==> config.mk <==
export PLATFORM = sky130hd
export DESIGN_NAME = spmp_csr_regfile
export DESIGN_NICKNAME = d
export VERILOG_FILES = /design/src/rtl/spmp_csr_regfile.sv
export SDC_FILE = /design/constraint.sdc
export NUM_CORES = 1
export LEC_CHECK = 0
export BUFFER_PORTS_ARGS = -buffer_cell sky130_fd_sc_hd__buf_2
export CORE_AREA = 4 4 272 274
export CTS_CLUSTER_DIAMETER = 30
export CTS_CLUSTER_SIZE = 40
export DETAILED_ROUTE_END_ITERATION = 16
export DIE_AREA = 0 0 276 278
export PLACE_DENSITY = 0.59
export SETUP_SLACK_MARGIN = 0.05
export SKIP_LAST_GASP = 1
export SLEW_MARGIN = 10
export SYNTH_ARGS = -nofsm -noshare
export SYNTH_HDL_FRONTEND = slang
export SYNTH_SLANG_ARGS = --single-unit
export TNS_END_PERCENT = 1
==> constraint.sdc <==
create_clock -name clk_i -period 2.5 [get_ports clk_i]
set_input_delay 0.5 -clock clk_i [delete_from_list [all_inputs] [get_ports clk_i]]
set_output_delay 0.5 -clock clk_i [all_outputs]
set_load 0.03 [all_outputs]
==> src/rtl/spmp_csr_regfile.sv <==
// SPMP CSR register file: spmpcfg/spmpaddr/spmpswitch with WARL legalization and flush sequencing.
// Define SPMP_FLUSH_HANDSHAKE_EN to wait for flush_ack_i after writes; otherwise flush_req_o is a pulse.
module spmp_csr_regfile #(
  parameter int unsigned NrSPMPEntries = 8,
  parameter int unsigned PLEN          = 56,
  parameter logic [11:0] CfgBase       = 12'h1A0,
  parameter logic [11:0] AddrBase      = 12'h1B0,
  parameter logic [11:0] SwitchAddr    = 12'h170
) (
  input  logic                                       clk_i,
  input  logic                                       rst_ni,
  input  logic                                       req_valid_i,
  output logic                                       req_ready_o,
  input  logic                                       req_we_i,
  input  logic [11:0]                                req_addr_i,
  input  logic [63:0]                                req_wdata_i,
  output logic                                       rsp_valid_o,
  output logic [63:0]                                rsp_rdata_o,
  output logic                                       rsp_err_o,
  output logic [((NrSPMPEntries == 0) ? 1 : NrSPMPEntries)-1:0][7:0]     spmpcfg_o,
  output logic [((NrSPMPEntries == 0) ? 1 : NrSPMPEntries)-1:0][PLEN-3:0] spmpaddr_o,
  output logic [63:0]                                spmpswitch_o,
  output logic                                       flush_req_o,
  input  logic                                       flush_ack_i
);

  localparam int unsigned N  = NrSPMPEntries;
  localparam int unsigned NW = (N == 0) ? 1 : N;
  localparam logic [63:0] SwMask = (N >= 64) ? '1 : ((64'd1 << N) - 64'd1);

`ifdef SPMP_FLUSH_HANDSHAKE_EN
  typedef enum logic [1:0] {IDLE, RESP, FLUSH} state_t;
  logic wr_pending;
`else
  typedef enum logic [1:0] {IDLE, RESP} state_t;
  logic unused_flush_ack;
  assign unused_flush_ack = flush_ack_i;
`endif

  state_t                   state;
  logic                     ready_q, rsp_valid_q, err_q, flush_q;
  logic [63:0]              rdata_q, rd, sw_q;
  logic [NW-1:0][7:0]       cfg_q;
  logic [NW-1:0][PLEN-3:0]  addr_q;
  logic [3:0]               cfg_idx;
  logic [5:0]               addr_idx;
  logic                     in_cfg, sel_cfg, sel_addr, sel_sw, dec_err, accept, do_write;
  logic [7:0][7:0]          wbyte;
  logic [7:0]               wok;

  assign cfg_idx  = 4'(req_addr_i - CfgBase);
  assign addr_idx = 6'(req_addr_i - AddrBase);
  assign in_cfg   = (req_addr_i >= CfgBase) && (req_addr_i <= CfgBase + 12'd15);
  assign sel_cfg  = in_cfg && !cfg_idx[0];
  assign sel_addr = (req_addr_i >= AddrBase) && (req_addr_i <= AddrBase + 12'd63);
  assign sel_sw   = (req_addr_i == SwitchAddr);
  assign dec_err  = !(sel_cfg || sel_addr || sel_sw);
  assign accept   = req_valid_i && ready_q;
  assign do_write = accept && req_we_i && !dec_err;

  // Per-byte WARL: reserved bits cleared; s_mode with XWR=000 leaves the entry untouched.
  always_comb begin
    wbyte = '0;
    wok   = '0;
    for (int unsigned j = 0; j < 8; j++) begin
      wbyte[j] = {req_wdata_i[8*j+7], 2'b00, req_wdata_i[8*j +: 5]};
      wok[j]   = !(req_wdata_i[8*j+7] && (req_wdata_i[8*j +: 3] == 3'b000));
    end
  end

  always_comb begin
    rd = '0;
    if (sel_cfg) begin
      for (int unsigned e = 0; e < N; e++)
        if ((e >> 3) == 32'(cfg_idx[3:1])) rd[{e[2:0], 3'b000} +: 8] = cfg_q[e];
    end else if (sel_addr) begin
      for (int unsigned e = 0; e < N; e++)
        if (e == 32'(addr_idx)) rd[PLEN-3:0] = addr_q[e];
    end else if (sel_sw) begin
      rd = sw_q;
    end
  end

  // ready is registered from the next state, so it rises one cycle after reset release.
  always_ff @(posedge clk_i or negedge rst_ni) begin
    if (!rst_ni) begin
      state       <= IDLE;
      ready_q     <= 1'b0;
      rsp_valid_q <= 1'b0;
      err_q       <= 1'b0;
      flush_q     <= 1'b0;
      rdata_q     <= '0;
      sw_q        <= '0;
      cfg_q       <= '0;
      addr_q      <= '0;
`ifdef SPMP_FLUSH_HANDSHAKE_EN
      wr_pending  <= 1'b0;
`endif
    end else begin
      ready_q     <= 1'b0;
      rsp_valid_q <= 1'b0;
      err_q       <= 1'b0;
      flush_q     <= 1'b0;
      rdata_q     <= '0;
      unique case (state)
        IDLE: begin
          if (accept) begin
            state       <= RESP;
            rsp_valid_q <= 1'b1;
            err_q       <= dec_err;
            rdata_q     <= (req_we_i || dec_err) ? '0 : rd;
`ifdef SPMP_FLUSH_HANDSHAKE_EN
            wr_pending  <= do_write;
`else
            flush_q     <= do_write;
`endif
          end else begin
            ready_q <= 1'b1;
          end
        end
        RESP: begin
`ifdef SPMP_FLUSH_HANDSHAKE_EN
          if (wr_pending) begin
            state   <= FLUSH;
            flush_q <= 1'b1;
          end else begin
            state   <= IDLE;
            ready_q <= 1'b1;
          end
        end
        FLUSH: begin
          if (flush_ack_i) begin
            state   <= IDLE;
            ready_q <= 1'b1;
          end else begin
            flush_q <= 1'b1;
          end
`else
          state   <= IDLE;
          ready_q <= 1'b1;
`endif
        end
        default: state <= IDLE;
      endcase

      if (do_write) begin
        if (sel_cfg) begin
          for (int unsigned e = 0; e < N; e++)
            if (((e >> 3) == 32'(cfg_idx[3:1])) && wok[e[2:0]]) cfg_q[e] <= wbyte[e[2:0]];
        end
        if (sel_addr) begin
          for (int unsigned e = 0; e < N; e++)
            if (e == 32'(addr_idx)) addr_q[e] <= req_wdata_i[PLEN-3:0];
        end
        if (sel_sw) sw_q <= req_wdata_i & SwMask;
      end
    end
  end

  assign req_ready_o  = ready_q;
  assign rsp_valid_o  = rsp_valid_q;
  assign rsp_rdata_o  = rdata_q;
  assign rsp_err_o    = err_q;
  assign flush_req_o  = flush_q;
  assign spmpcfg_o    = cfg_q;
  assign spmpaddr_o   = addr_q;
  assign spmpswitch_o = sw_q;

endmodule
Word-level counts from Yosys, hierarchy flattened. Index checks and enable logic that the tools add are counted.

Input port bits: 81. Word-level logic and storage cells: 135. Register bits: 558. Output and inout port bits: 628.

Reductions and logical operators: 63. Multiplexer cells: 33. Eq/ne operators: 10. Order comparisons: 4. $add $sub $neg: 2.

Operator list (count): 54-bit 2-to-1 mux (9); 64-bit 2-to-1 mux (4); 8-bit 2-to-1 mux (9); 3-bit AND reduction (16); 3-bit zero test (9); 3-bit by 6-bit == test with 1-bit output, first input constant (4); 12-bit by 9-bit greater-or-equal comparator with 1-bit output, second input constant (2); 12-bit by 9-bit less-or-equal comparator with 1-bit output, second input constant (2); 1-bit logical AND (22); 12-bit by 9-bit == test with 1-bit output, second input constant (1); 2-bit by 6-bit == test with 1-bit output, first input constant (2); 1-bit zero test (10); 10-bit 2-to-1 mux (1); 1-bit 2-to-1 mux (7); 1-bit by 6-bit == test with 1-bit output, first input constant (1); 6-bit zero test (1); 6-bit subtractor, second input constant (1); 2-bit 2-to-1 mux (2); 4-bit by 1-bit subtractor with 4-bit output, second input constant (1); 1-bit logical OR (3); 2-bit by 1-bit == test with 1-bit output, second input constant (1); 2-bit zero test (1); 2-bit inequality test, second input constant (1); 1-bit one-hot mux with 2 select lines (1); 2-bit AND reduction (1).

Depth between registers and ports, before layout.
Depth in word-level cells: 15. Depth in mapped cells: 9. Depth with buffers taken out: 7.

Least setup slack after synthesis. OpenSTA, ideal clock, no wires.

Kind: input to register. From: in req_addr_i[10]. To: reg addr_q (netlist bit spmpaddr_o[3]). Arrival time: 2.594 ns. Stages on the path: 6. Data required time: 2.375 ns. Buffers on the path: 1. Setup time: 0.125 ns. Slack: -0.219 ns. Path through: or4b_4 > a211oi_4 > nand4_4 > nor4_4 > buf_6 > mux2_2.

Longest elaborated chain between the ends: 7. Elaborated cells on any way between the ends: 12. Classes of those cells: order compare: 4; eq/ne: 1; reduce/logical: 7.

RTL lines: start, declared (line 15) `input logic [11:0] req_addr_i,`; 12-bit by 9-bit greater-or-equal comparator with 1-bit output / 12-bit by 9-bit less-or-equal comparator with 1-bit output (equally long branches) (line 53) `assign in_cfg = (req_addr_i >= CfgBase) && (req_addr_i <= CfgBase + 12'd15);`; 1-bit logical AND (line 53); 1-bit logical AND (line 54) `assign sel_cfg = in_cfg && !cfg_idx[0];`; 1-bit logical OR (2 in series) (line 57) `assign dec_err = !(sel_cfg || sel_addr || sel_sw);`; 1-bit logical AND (line 59) `assign do_write = accept && req_we_i && !dec_err;`; 3-bit AND reduction (no source line) *; end signal, assigned by index (line 153) `if (e == 32'(addr_idx)) addr_q[e] <= req_wdata_i[PLEN-3:0];`; end, declared (line 44) `logic [NW-1:0][PLEN-3:0] addr_q;`.

Mark *: on every way between the ends. The rest lies on a longest branch, timed or not. A chain may end at the register's enable or synchronous reset.

Final worst setup path.
From: reg ready_q (netlist: req_ready_o). To: reg cfg_q (netlist bit spmpcfg_o[44]).

Longest elaborated chain between the ends: 4.

RTL lines: start, declared (line 41) `logic ready_q, rsp_valid_q, err_q, flush_q;`; start signal, assigned (line 88) `ready_q <= 1'b0;`; start signal, assigned (line 100) `ready_q <= 1'b0;`; start signal, assigned (line 118) `ready_q <= 1'b1;`; 1-bit logical AND (line 58) `assign accept = req_valid_i && ready_q;`; 1-bit logical AND (2 in series) (line 59); 3-bit AND reduction (no source line); end signal, assigned by index (line 149) `if (((e >> 3) == 32'(cfg_idx[3:1])) && wok[e[2:0]]) cfg_q[e] <= wbyte[e[2:0]];`; end, declared (line 43) `logic [NW-1:0][7:0] cfg_q;`.

Every way passes these cells.

==> results.cfg <==
[detailed_routing]
drtIter0Drc = 1512
via_count = 20400
antenna_left = 0
wl_per_cell_um = 28.1
drc = 0
drt_first_pass_iters = 5
drt_wl_total_um = 105000
vias_per_cell = 5.45

[global_routing]
grt_max_degree = 98
grt_pass1_wl_um = 151000
grt_antenna_before_repair = 5
first_global_vias = 21200
grt-ovfl-total = 0
grt.total_usage = 0.264

[setup_path]
crit_chain = nand3_1, or2_2, buf_4, nor2_1, buf_4, mux2_2
slowest_delay_ps = 530
cp_data_required_time_ps = 3030
cp-end-kind = register
cp-start-kind = register
crit_slowest_cell = dfrtp_1
crit_type = register to register
path_max_fanout = 7
cp_common_cell = buf_4
worst_ep_arrival_time_ps = 2850

[power_and_ir_drop]
switching_share = 0.233
combPwrFrac = 0.041
p_sw_mw = 6.07
design_power_total_mw = 26.0
ir_drop_uv = 638
seq_power_share = 0.347
p_int_mw = 20.0
clkPwrFrac = 0.613
powerDensity_nw_per_um2 = 758
p_leak_nw = 18.3

[clock_network]
cts_made_buffers = 112
clk_latency_ps = 650
clk_pin_slew_ps = 50
cts_tree = built
tritoncts_num_sinks = 554
cts.path.max_buffers = 3
cts.htree.levels = 3
cts_root_buffer = clkbuf_16

[floorplan]
die_area_sq_um = 76700
placement_rows = 98
die_x_um = 276
core_area_sq_um = 71400
die_h_um = 278
num_io_pins = 709
start_util = 0.348

[placement]
hpwl_um = 76500
port_buffers = 629
place.gp.congestion = 0.943
place_area_sq_um = 30200

[cells_and_area]
syn2layout_area_growth_pct = 38.2
final_area_sq_um = 34300
drive_gt1_frac = 0.543
nFillCells = 6391
nNetsFinal = 2771

[outcome]
status = finished, final reports clean

[sta]
worst_slew_pin_slew_ps = 548
whs_ps = 97.0
timing.fmax_mhz = 431
rsz0062_at_grt = false
maxSlewHeadroom = 0.625
fin_crit_ps = 2320
period_share = 0.928
finalHoldViolCount = 0
clock_skew_ps = 33.4
drv_slew = 0
finalSetupViolCount = 0

[synthesis]
yosysUniqueCellTypes = 60
syn_area_per_cell_sq_um = 13.0
ys_ff_latch = 554
ys_seq_area_frac = 0.558
ys.warnings.count = 0
synth_enable_flop_cells = 0
synthFlopType = dfrtp_1
synthArstFlopShare = 1.00
syn-cell-area_sq_um = 24800
synth_cells = 1916

[hold_path]
hold_class = input pin to register

[job]
max-cap-violations = 0
-- cell families (layout without fill, tap and decap cells) --
family | count (synthesis) | in the layout | share of synthesized area
and+or+nand+nor | 243 | 243 | 0.0539
muxes | 553 | 553 | 0.248
buffers and inverters | 236 | 1033 | 0.0518
DFF | 554 | 554 | 0.558
other | 1 | 76 | 0.000151
AOI/OAI and AO/OA | 329 | 329 | 0.0880
-- placed cells by master (no fill, tap or decap), types with 6 or more instances in the layout --
cell,synthesis,layout
buf_2,36,626
dfrtp_1,554,554
mux2_2,467,467
buf_4,75,135
clkbuf_16,0,112
a21oi_1,110,110
conb_1,1,75
nand2_1,75,74
mux2i_1,70,70
a22oi_1,67,67
o21ai_0,50,50
buf_12,0,45
nand3_1,35,35
nor3_1,34,32
a22o_1,31,31
bufinv_16,0,21
clkinv_2,0,20
clkinvlp_4,0,19
nor2_1,24,18
mux2_1,14,14
and2_1,14,13
inv_1,13,13
nor4b_1,12,12
and4_1,10,10
a221oi_1,9,9
inv_6,0,9
clkbuf_8,0,9
nor2b_1,9,8
o22a_1,8,8
clkinv_4,0,8
a221o_1,7,7
clkbuf_1,69,7
nor2_4,0,6
-- state kept, by name (all words and copies together) (netlist names) --
name / cells
req_ready_o: 1
state: 1
rsp_rdata_o: 61
rsp_err_o: 1
flush_req_o: 1
spmpaddr_o: 432
spmpswitch_o: 8
rsp_valid_o: 1
spmpcfg_o: 48
-- power groups by stage --
stage	combinational, mW	sequential (mW)	clock [mW]
floorplan	0.500	9.21	0
global placement	1.04	9.17	0
detailed placement	1.05	9.17	0
CTS	1.05	9.03	16.2
global route	1.13	9.02	16.6
finish	1.05	9.03	15.9
-- critical path, delay by kind of cell, from the launching register on --
| family | cells | cell delay (ps) |
|---|---|---|
| and+or+nand+nor | 3 | 890 |
| muxes | 1 | 330 |
| buffers and inverters | 2 | 430 |
| DFF | 1 | 530 |
-- layer usage --
layer  global-route usage  vias up  wire length, um
met2                0.433     1148            49500
met5                    0        -                0
met3               0.0752      284             9210
met4                0.111        0             4810
met1                0.329    10500            41400
li1                     -     8460                -
-- synthesized netlist by cell type, drive strengths merged (7+ instances only) --
cell	count	share of area
nand2	75	0.011
buf	154	0.039
and4	10	0.0035
o21ai	51	0.010
a221oi	9	0.0032
a22o	31	0.011
inv	13	0.0020
nor4b	12	0.0042
and2	14	0.0035
nand3	35	0.0071
mux2	481	0.22
clkbuf	69	0.010
nor2b	9	0.0023
o22a	8	0.0028
a221o	7	0.0028
mux2i	70	0.028
nor2	28	0.0046
dfrtp	554	0.56
a22oi	67	0.020
a21oi	110	0.022
nor3	36	0.0082
-- stage by stage --
| step | utilization | cells | setup slack (ps) | setup TNS (ps) |
|---|---|---|---|---|
| finish | 0.481 | 3738 | 180 | 0 |
| global route | 0.481 | 3737 | 70.0 | 0 |
| CTS | 0.481 | 3737 | 190 | 0 |
| detailed placement | 0.423 | 3525 | -408 | -123180 |
| global placement | 0.423 | 3525 | -386 | -112990 |
| floorplan | - | 1990 | -219 | -49910 |
-- layout make-up --
| cell class | count | area, sq um | share of cell area |
|---|---|---|---|
| flip-flops and latches | 554 | 13900 | 0.404 |
| multi-input cells | 1200 | 10000 | 0.292 |
| repair buffers | 809 | 5080 | 0.148 |
| clock buffers | 128 | 2950 | 0.0860 |
| well taps | 950 | 1190 | 0.0346 |
| clock inverters | 83 | 1150 | 0.0334 |
| inverters | 13 | 48.8 | 0.00142 |
| diodes | 1 | 2.50 | 0.0000729 |
-- path summary, 6_finish.rpt --
check,startpoint,endpoint,slack [ps],depth (start not counted)
max in group asynchronous,rst_ni,rsp_rdata_o[38],1200,3
min in group asynchronous,rst_ni,spmpaddr_o[153],360,2
hold reg to reg,state[0],state[0],480,1
setup reg to reg,req_ready_o,spmpcfg_o[44],180,6
hold / removal,req_wdata_i[57],spmpcfg_o[57],100,3
setup / recovery,req_ready_o,spmpcfg_o[44],180,6
-- repair_timing --
item,in CTS,in global routing
hold buffers,1,0
endpoints found under the setup margin,0,0
resized for setup,0,0
buffers inserted,0,0
endpoints found under the hold margin,32,0
Note: power is estimated with default switching activity, not from simulation.
